--- src/rtl/vga_sync_decoder.sv ---
// VGA sync decoder: synchronises external hsync/vsync, measures line and
// frame timing, and tracks whether the incoming timing is stable (locked).
module vga_sync_decoder #(
    parameter int LOCK_FRAMES = 2,
    parameter int H_MAX       = 4095,
    parameter int V_MAX       = 2047
) (
    input  logic        clk,
    input  logic        rst_n,
    input  logic        hsync_n,
    input  logic        vsync_n,
    output logic [11:0] x,
    output logic [10:0] y,
    output logic [11:0] line_len,
    output logic [10:0] frame_lines,
    output logic        line_start,
    output logic        frame_start,
    output logic        locked,
    output logic        err
);

    localparam logic [11:0] H_LIM    = 12'(H_MAX);
    localparam logic [10:0] V_LIM    = 11'(V_MAX);
    localparam logic [3:0]  LOCK_CNT = 4'(LOCK_FRAMES);

    typedef enum logic [1:0] {
        SEARCH = 2'd0,
        TRACK  = 2'd1,
        LOCKED = 2'd2
    } state_t;

    // [0],[1] form the synchroniser, [2] holds the previous synchronised value
    logic [2:0]  hs_pipe_r, vs_pipe_r;
    logic        hs_fall_r, vs_fall_r;
    logic [11:0] x_r, line_len_r;
    logic [10:0] y_r, frame_lines_r;
    logic        line_seen_r;
    logic [11:0] x_inc_s, cur_line_s;
    logic [10:0] y_inc_s;

    state_t      state_r, state_s;
    logic        ref_valid_r, ref_valid_s;
    logic [11:0] ref_line_r, ref_line_s;
    logic [10:0] ref_frame_r, ref_frame_s;
    logic [3:0]  match_cnt_r, match_cnt_s, match_inc_s;
    logic        locked_r, err_r, err_s;
    logic        line_ok_s, frame_ok_s, lost_s;

    // Two line lengths are treated as equal when they differ by at most one clock
    function automatic logic len_close(input logic [11:0] a, input logic [11:0] b);
        logic [11:0] d;
        d = (a >= b) ? (a - b) : (b - a);
        return (d <= 12'd1);
    endfunction

    // Synchronise the sync pins and register their falling edges
    always_ff @(posedge clk or negedge rst_n) begin
        if (!rst_n) begin
            hs_pipe_r <= 3'b111;
            vs_pipe_r <= 3'b111;
            hs_fall_r <= 1'b0;
            vs_fall_r <= 1'b0;
        end else begin
            hs_pipe_r <= {hs_pipe_r[1:0], hsync_n};
            vs_pipe_r <= {vs_pipe_r[1:0], vsync_n};
            hs_fall_r <= hs_pipe_r[2] & ~hs_pipe_r[1];
            vs_fall_r <= vs_pipe_r[2] & ~vs_pipe_r[1];
        end
    end

    // Saturating increments and the length of the line just finished
    always_comb begin
        x_inc_s    = (x_r >= H_LIM) ? H_LIM : (x_r + 12'd1);
        y_inc_s    = (y_r >= V_LIM) ? V_LIM : (y_r + 11'd1);
        cur_line_s = hs_fall_r ? x_inc_s : line_len_r;
    end

    // Position counters and period measurements; vsync wins over hsync for y
    always_ff @(posedge clk or negedge rst_n) begin
        if (!rst_n) begin
            x_r           <= 12'd0;
            y_r           <= 11'd0;
            line_len_r    <= 12'd0;
            frame_lines_r <= 11'd0;
            line_seen_r   <= 1'b0;
        end else begin
            if (hs_fall_r) begin
                x_r         <= 12'd0;
                line_len_r  <= x_inc_s;
                line_seen_r <= 1'b1;
            end else begin
                x_r <= x_inc_s;
            end
            if (vs_fall_r) begin
                y_r           <= 11'd0;
                frame_lines_r <= y_inc_s;
            end else if (hs_fall_r) begin
                y_r <= y_inc_s;
            end else begin
                y_r <= y_r;
            end
        end
    end

    // Lock tracking: next state, reference capture and loss detection
    always_comb begin
        state_s     = state_r;
        ref_valid_s = ref_valid_r;
        ref_line_s  = ref_line_r;
        ref_frame_s = ref_frame_r;
        match_cnt_s = match_cnt_r;
        err_s       = 1'b0;
        match_inc_s = match_cnt_r + 4'd1;
        line_ok_s   = len_close(cur_line_s, ref_line_r);
        frame_ok_s  = (y_inc_s == ref_frame_r);
        lost_s      = (hs_fall_r && !line_ok_s) || (vs_fall_r && !frame_ok_s) || (x_r >= H_LIM);
        case (state_r)
            SEARCH: begin
                if (vs_fall_r) begin
                    state_s     = TRACK;
                    ref_valid_s = 1'b0;
                    match_cnt_s = 4'd0;
                end else begin
                    state_s = SEARCH;
                end
            end
            TRACK: begin
                if (vs_fall_r) begin
                    if (ref_valid_r && line_seen_r && line_ok_s && frame_ok_s) begin
                        match_cnt_s = match_inc_s;
                        if (match_inc_s >= LOCK_CNT) begin
                            state_s = LOCKED;
                        end else begin
                            state_s = TRACK;
                        end
                    end else begin
                        // A line measured before any hsync was seen is not a real line
                        ref_line_s  = cur_line_s;
                        ref_frame_s = y_inc_s;
                        ref_valid_s = line_seen_r;
                        match_cnt_s = 4'd0;
                    end
                end else begin
                    state_s = TRACK;
                end
            end
            LOCKED: begin
                if (lost_s) begin
                    state_s     = SEARCH;
                    err_s       = 1'b1;
                    match_cnt_s = 4'd0;
                    ref_valid_s = 1'b0;
                end else begin
                    state_s = LOCKED;
                end
            end
            default: begin
                state_s     = SEARCH;
                match_cnt_s = 4'd0;
                ref_valid_s = 1'b0;
            end
        endcase
    end

    // Lock state register with registered locked/err outputs
    always_ff @(posedge clk or negedge rst_n) begin
        if (!rst_n) begin
            state_r     <= SEARCH;
            ref_valid_r <= 1'b0;
            ref_line_r  <= 12'd0;
            ref_frame_r <= 11'd0;
            match_cnt_r <= 4'd0;
            locked_r    <= 1'b0;
            err_r       <= 1'b0;
        end else begin
            state_r     <= state_s;
            ref_valid_r <= ref_valid_s;
            ref_line_r  <= ref_line_s;
            ref_frame_r <= ref_frame_s;
            match_cnt_r <= match_cnt_s;
            locked_r    <= (state_s == LOCKED);
            err_r       <= err_s;
        end
    end

    assign x           = x_r;
    assign y           = y_r;
    assign line_len    = line_len_r;
    assign frame_lines = frame_lines_r;
    assign line_start  = hs_fall_r;
    assign frame_start = vs_fall_r;
    assign locked      = locked_r;
    assign err         = err_r;

endmodule

--- config.mk ---
export PLATFORM = sky130hd
export DESIGN_NAME = vga_sync_decoder
export DESIGN_NICKNAME = d
export VERILOG_FILES = /design/src/rtl/vga_sync_decoder.sv
export SDC_FILE = /design/constraint.sdc
export NUM_CORES = 1
export LEC_CHECK = 0
export CAP_MARGIN = 20
export CORE_MARGIN = 2
export CORE_UTILIZATION = 55
export CTS_BUF_LIST = sky130_fd_sc_hd__clkbuf_16
export DETAILED_ROUTE_END_ITERATION = 8
export DONT_BUFFER_PORTS = 1
export HOLD_SLACK_MARGIN = 0.15
export PLACE_DENSITY = 0.73
export SLEW_MARGIN = 20
export SYNTH_ARGS = -nofsm -noshare
export SYNTH_HDL_FRONTEND = slang
export SYNTH_SLANG_ARGS = --single-unit
--- constraint.sdc ---
create_clock -name clk -period 5 [get_ports clk]
set_input_delay 0.25 -clock clk [delete_from_list [all_inputs] [get_ports clk]]
set_output_delay 0.25 -clock clk [all_outputs]
set_load 0.1 [all_outputs]
==> impl_summary.log <==
[metrics] highest attainable clock frequency: around 0.21 GHz
[metrics] result of the run: finished, final reports clean
[metrics] Sequential cell area: about 2200 um^2
[metrics] grt total ovfl: 0
[metrics] effective utilization at floorplan: 56.8%
[metrics] Root Buffer Master: sky130_fd_sc_hd__clkbuf_16
[metrics] number of buffers created by CTS: 9
[metrics] total inserted antenna cells: 0
[metrics] number of sinks handled by clock tree synthesis: 87
[metrics] floorplan die width: roughly 100 um
[metrics] source-to-sink clock delay at the later pin of the worst-skew pair: roughly 0.34 ns
[metrics] GRT Overall Usage: between 20% and 30%
[metrics] kind of path behind the tightest hold check: flop to flop
[metrics] Detailed Route WL: between 10000 and 15000 um
[metrics] Final period util: around 97%
[metrics] worst setup skew after layout: 0.00590 ns
[metrics] die footprint: 11000 um^2
[metrics] number of buffers on the longest clock path: 2
[metrics] initial antenna violation count: 0
[metrics] DP Wirelength: 10300 um
[metrics] Data arrival, critical path: approximately 5 ns
[metrics] relative max-transition margin: slightly below 30%
[metrics] count of synthesis-stage warnings from yosys: 0
[metrics] least setup slack across all paths after layout: approximately 0.16 ns
[metrics] type of element launching the critical path: flop
[metrics] register clock-pin slew on the reported worst setup and hold paths: 0.06 ns
[metrics] count of different cell masters after synthesis: 76
[metrics] area used by multi-input combinational logic: 3200 um^2
[metrics] syn_nets: between 600 and 700
[metrics] Slew @ Worst Pin: roughly 1.1 ns
[metrics] Total Nets Final: 663
[metrics] final-report max-slew violation count: 0
[metrics] number of maximum-capacitance violations: 0
[metrics] critical path type: flop to flop
[metrics] power density over the cells: 435 nW/um^2
[metrics] starting DRC count in detailed routing: 324
[metrics] via count normalized by instance count: around 6.0
[metrics] ys async rst share: between 90% and 100%
[metrics] standard cell core area: 9820 um^2
[metrics] Site Rows: 36
[metrics] Leakage Power: between 3 and 4 nW
[metrics] Worst EP required: about 5.2 ns
[metrics] most frequent cells in the layout: sky130_fd_sc_hd__dfrtp_1 (72), sky130_fd_sc_hd__buf_4 (63), sky130_fd_sc_hd__nor2_1 (62)
[metrics] global-route wire length before repair: around 23000 um
[metrics] dpl ws: -0.0960 ns
[metrics] final routed DRC violation total: 0
[metrics] IR drop worst, VDD: 0.291 mV
[metrics] Period minus WS final: between 4 and 5 ns
[metrics] Pre-antenna DRT Iters: 5
[metrics] number of placed I/O pins: between 50 and 60
[metrics] Detail Route Antenna Nets: 0
[metrics] vias after detailed routing: ~4600
[metrics] fraction of final layout cells sized beyond drive strength 1: 27.7%
[metrics] Layout area overhead: 18.2%
[metrics] number of setup violations in the final report: 0
[metrics] part of the Yosys area used for sequential elements: between 30 and 40%
[metrics] maximum fanout along the worst path: 14
[metrics] Gate power share: between 40 and 50%
[metrics] leading cell type in the layout, fill and taps excluded: sky130_fd_sc_hd__dfrtp_1
[metrics] part of the total power dissipated in sequential elements: just over 30%
[metrics] unrepaired setup endpoints after global routing: true
[metrics] cell count after synthesis: between 500 and 600
[metrics] placer congestion estimate: between 0.9 and 1
[metrics] Avg Inst Size Synth: 9.64 um^2
[metrics] Register-to-Register Path Depth: 19
[metrics] Sw Pwr: about 1.3 mW
[metrics] number of fill cells in the layout: roughly 800
[metrics] Sw Ratio: approximately 44%
[metrics] internal portion of total power: roughly 1.6 mW
[metrics] H-tree depth: 3
[metrics] CTS tree: built
[metrics] Cell Area, Synth: between 5000 and 6000 um^2
[metrics] Hold Violations, Final: 0
[metrics] number of buffers added on ports: 0
[metrics] via count of the first global-routing pass: 4414
[metrics] dominant register cell in the synthesized netlist: sky130_fd_sc_hd__dfrtp_1
[metrics] part of the power in the clock network: between 20 and 25%
[metrics] critical path capture point type: flop
[metrics] pin count of the biggest net entering global routing: 88
[metrics] detail-routed net length per standard cell: about 18 um
[metrics] Setup TNS: 0 ns
[metrics] number of flops mapped to enable cells by yosys: 0
[metrics] chip height: 105 um
[metrics] WHS Path Cells: 0
[metrics] Yosys reg bits: 87
[worst max-delay path, stage by stage, from the launching register on]
cell	delay, ns
sky130_fd_sc_hd__dfrtp_4	0.47
sky130_fd_sc_hd__and3_1	0.21
sky130_fd_sc_hd__and3_1	0.20
sky130_fd_sc_hd__and2_1	0.17
sky130_fd_sc_hd__and3_2	0.26
sky130_fd_sc_hd__nor2b_4	0.16
sky130_fd_sc_hd__nor2_1	0.24
sky130_fd_sc_hd__a21oi_2	0.16
sky130_fd_sc_hd__ha_2	0.42
sky130_fd_sc_hd__buf_4	0.15
sky130_fd_sc_hd__nand2_1	0.05
sky130_fd_sc_hd__o21ai_0	0.27
sky130_fd_sc_hd__mux2i_1	0.23
sky130_fd_sc_hd__o211ai_1	0.18
sky130_fd_sc_hd__a2111oi_4	0.39
sky130_fd_sc_hd__a221oi_1	0.18
sky130_fd_sc_hd__nor4_2	0.28
sky130_fd_sc_hd__a21bo_1	0.19
sky130_fd_sc_hd__buf_12	0.17
sky130_fd_sc_hd__mux2_2	0.34
[through the flow]
step                area, um^2  util (%)  power (mW)  cells  hold WS [ns]
floorplan                 5610         -        1.81    579       -0.0456
detailed placement        6050      61.7        2.10    742       -0.0436
global placement          6050      61.7        2.09    742       -0.0432
CTS                       6410      65.3        2.76    763         0.359
finish                    6600      67.2        2.87    768         0.356
global route              6600      67.2        3.02    768         0.364
[flip-flops by register name, indices dropped and copies added (netlist names), 2 cells and up]
register and flops:
frame_lines 11, hs_pipe_r 3, vs_pipe_r 3, line_len 12, y 11, state_r 2
ref_frame_r 11, x 12, match_cnt_r 4, ref_line_r 12
[path summary, 6_finish.rpt]
| kind | endpoint | slack (ns) | startpoint |
|---|---|---|---|
| max in group asynchronous | hs_pipe_r[0]$_DFF_PN1_ | 4.12 | rst_n |
| max reg2reg | ref_frame_r[0]$_DFFE_PN0P_ | 0.16 | x[3]$_DFF_PN0_ |
| max | ref_frame_r[0]$_DFFE_PN0P_ | 0.16 | x[3]$_DFF_PN0_ |
| min | vs_pipe_r[1]$_DFF_PN1_ | 0.36 | vs_pipe_r[0]$_DFF_PN1_ |
| min reg2reg | vs_pipe_r[1]$_DFF_PN1_ | 0.36 | vs_pipe_r[0]$_DFF_PN1_ |
| min in group asynchronous | x[4]$_DFF_PN0_ | 0.50 | rst_n |
[metal layers]
layer	global-route usage [%]	routed length, um	vias to the layer above
li1	-	-	2183
met4	6.48	280	0
met2	39.4	6350	143
met5	0	0	-
met1	38.9	6670	2257
met3	5.55	785	22
[Yosys cell counts (3+ instances only)]
cell type | count | area [um^2]
sky130_fd_sc_hd__mux2_4 | 8 | 120
sky130_fd_sc_hd__a211o_1 | 3 | 26.3
sky130_fd_sc_hd__nand3b_1 | 4 | 30.0
sky130_fd_sc_hd__a311oi_1 | 3 | 26.3
sky130_fd_sc_hd__xor2_1 | 3 | 26.3
sky130_fd_sc_hd__inv_1 | 41 | 154
sky130_fd_sc_hd__and3_1 | 10 | 62.6
sky130_fd_sc_hd__nand2b_1 | 4 | 25.0
sky130_fd_sc_hd__mux2_2 | 14 | 158
sky130_fd_sc_hd__mux2i_1 | 22 | 220
sky130_fd_sc_hd__buf_1 | 3 | 11.3
sky130_fd_sc_hd__nor2_1 | 66 | 248
sky130_fd_sc_hd__a21o_1 | 7 | 52.6
sky130_fd_sc_hd__o211ai_1 | 3 | 22.5
sky130_fd_sc_hd__o21ai_0 | 16 | 80.1
sky130_fd_sc_hd__or2_2 | 3 | 18.8
sky130_fd_sc_hd__nand4_1 | 9 | 56.3
sky130_fd_sc_hd__a21oi_1 | 46 | 230
sky130_fd_sc_hd__xnor2_1 | 14 | 123
sky130_fd_sc_hd__buf_4 | 6 | 45.0
sky130_fd_sc_hd__dfrtp_1 | 81 | 2030
sky130_fd_sc_hd__a31oi_1 | 5 | 31.3
sky130_fd_sc_hd__clkbuf_1 | 7 | 26.3
sky130_fd_sc_hd__nor3_1 | 8 | 40.0
sky130_fd_sc_hd__o22ai_1 | 3 | 18.8
sky130_fd_sc_hd__nor2b_1 | 12 | 75.1
sky130_fd_sc_hd__o2111ai_1 | 7 | 61.3
sky130_fd_sc_hd__dfstp_2 | 6 | 158
sky130_fd_sc_hd__nand2_1 | 30 | 113
sky130_fd_sc_hd__nand3_1 | 14 | 70.1
sky130_fd_sc_hd__and2_1 | 8 | 50.1
sky130_fd_sc_hd__ha_1 | 27 | 338
sky130_fd_sc_hd__buf_2 | 9 | 45.0
sky130_fd_sc_hd__or3_1 | 6 | 37.5
sky130_fd_sc_hd__buf_6 | 5 | 56.3
sky130_fd_sc_hd__a221oi_1 | 4 | 35.0
sky130_fd_sc_hd__a211oi_1 | 7 | 52.6
[repair_timing]
item                                    4_1_cts  5_1_grt
cloned                                        0        0
pin swaps                                     1       10
endpoints found under the hold margin        89        0
hold buffers                                  4        0
endpoints found under the setup margin       23       31
setup buffers                                 1        5
resized for setup                             4       33
[cell type report]
class | count | area share (%)
multi-input combinational | 420 | 48.5
sequential | 87 | 33.5
timing repair buffer | 71 | 8.99
clock buffer | 9 | 3.41
tap | 133 | 2.52
inverter | 41 | 2.33
clock inverter | 7 | 0.740
[cells by family (layout without fill, tap and decap cells)]
family	Yosys count	count (layout)	share of synthesized area, %
mux	44	44	8.92
simple gates	191	191	17.8
buf+inv	72	128	6.41
flops	87	87	39.1
compound gates	139	139	18.3
fa+ha+maj	29	29	6.77
xor+xnor	17	17	2.67
[power by group through the flow]
stage          Combinational, mW  Clock, mW  Sequential [mW]
6_report                    1.35      0.628            0.891
5_1_grt                     1.45      0.675            0.898
4_1_cts                     1.23      0.642            0.888
3_5_place_dp                1.20          0            0.900
3_3_place_gp                1.20          0            0.896
2_1_floorplan              0.701          0             1.11
(Power assumes the default switching activity.)
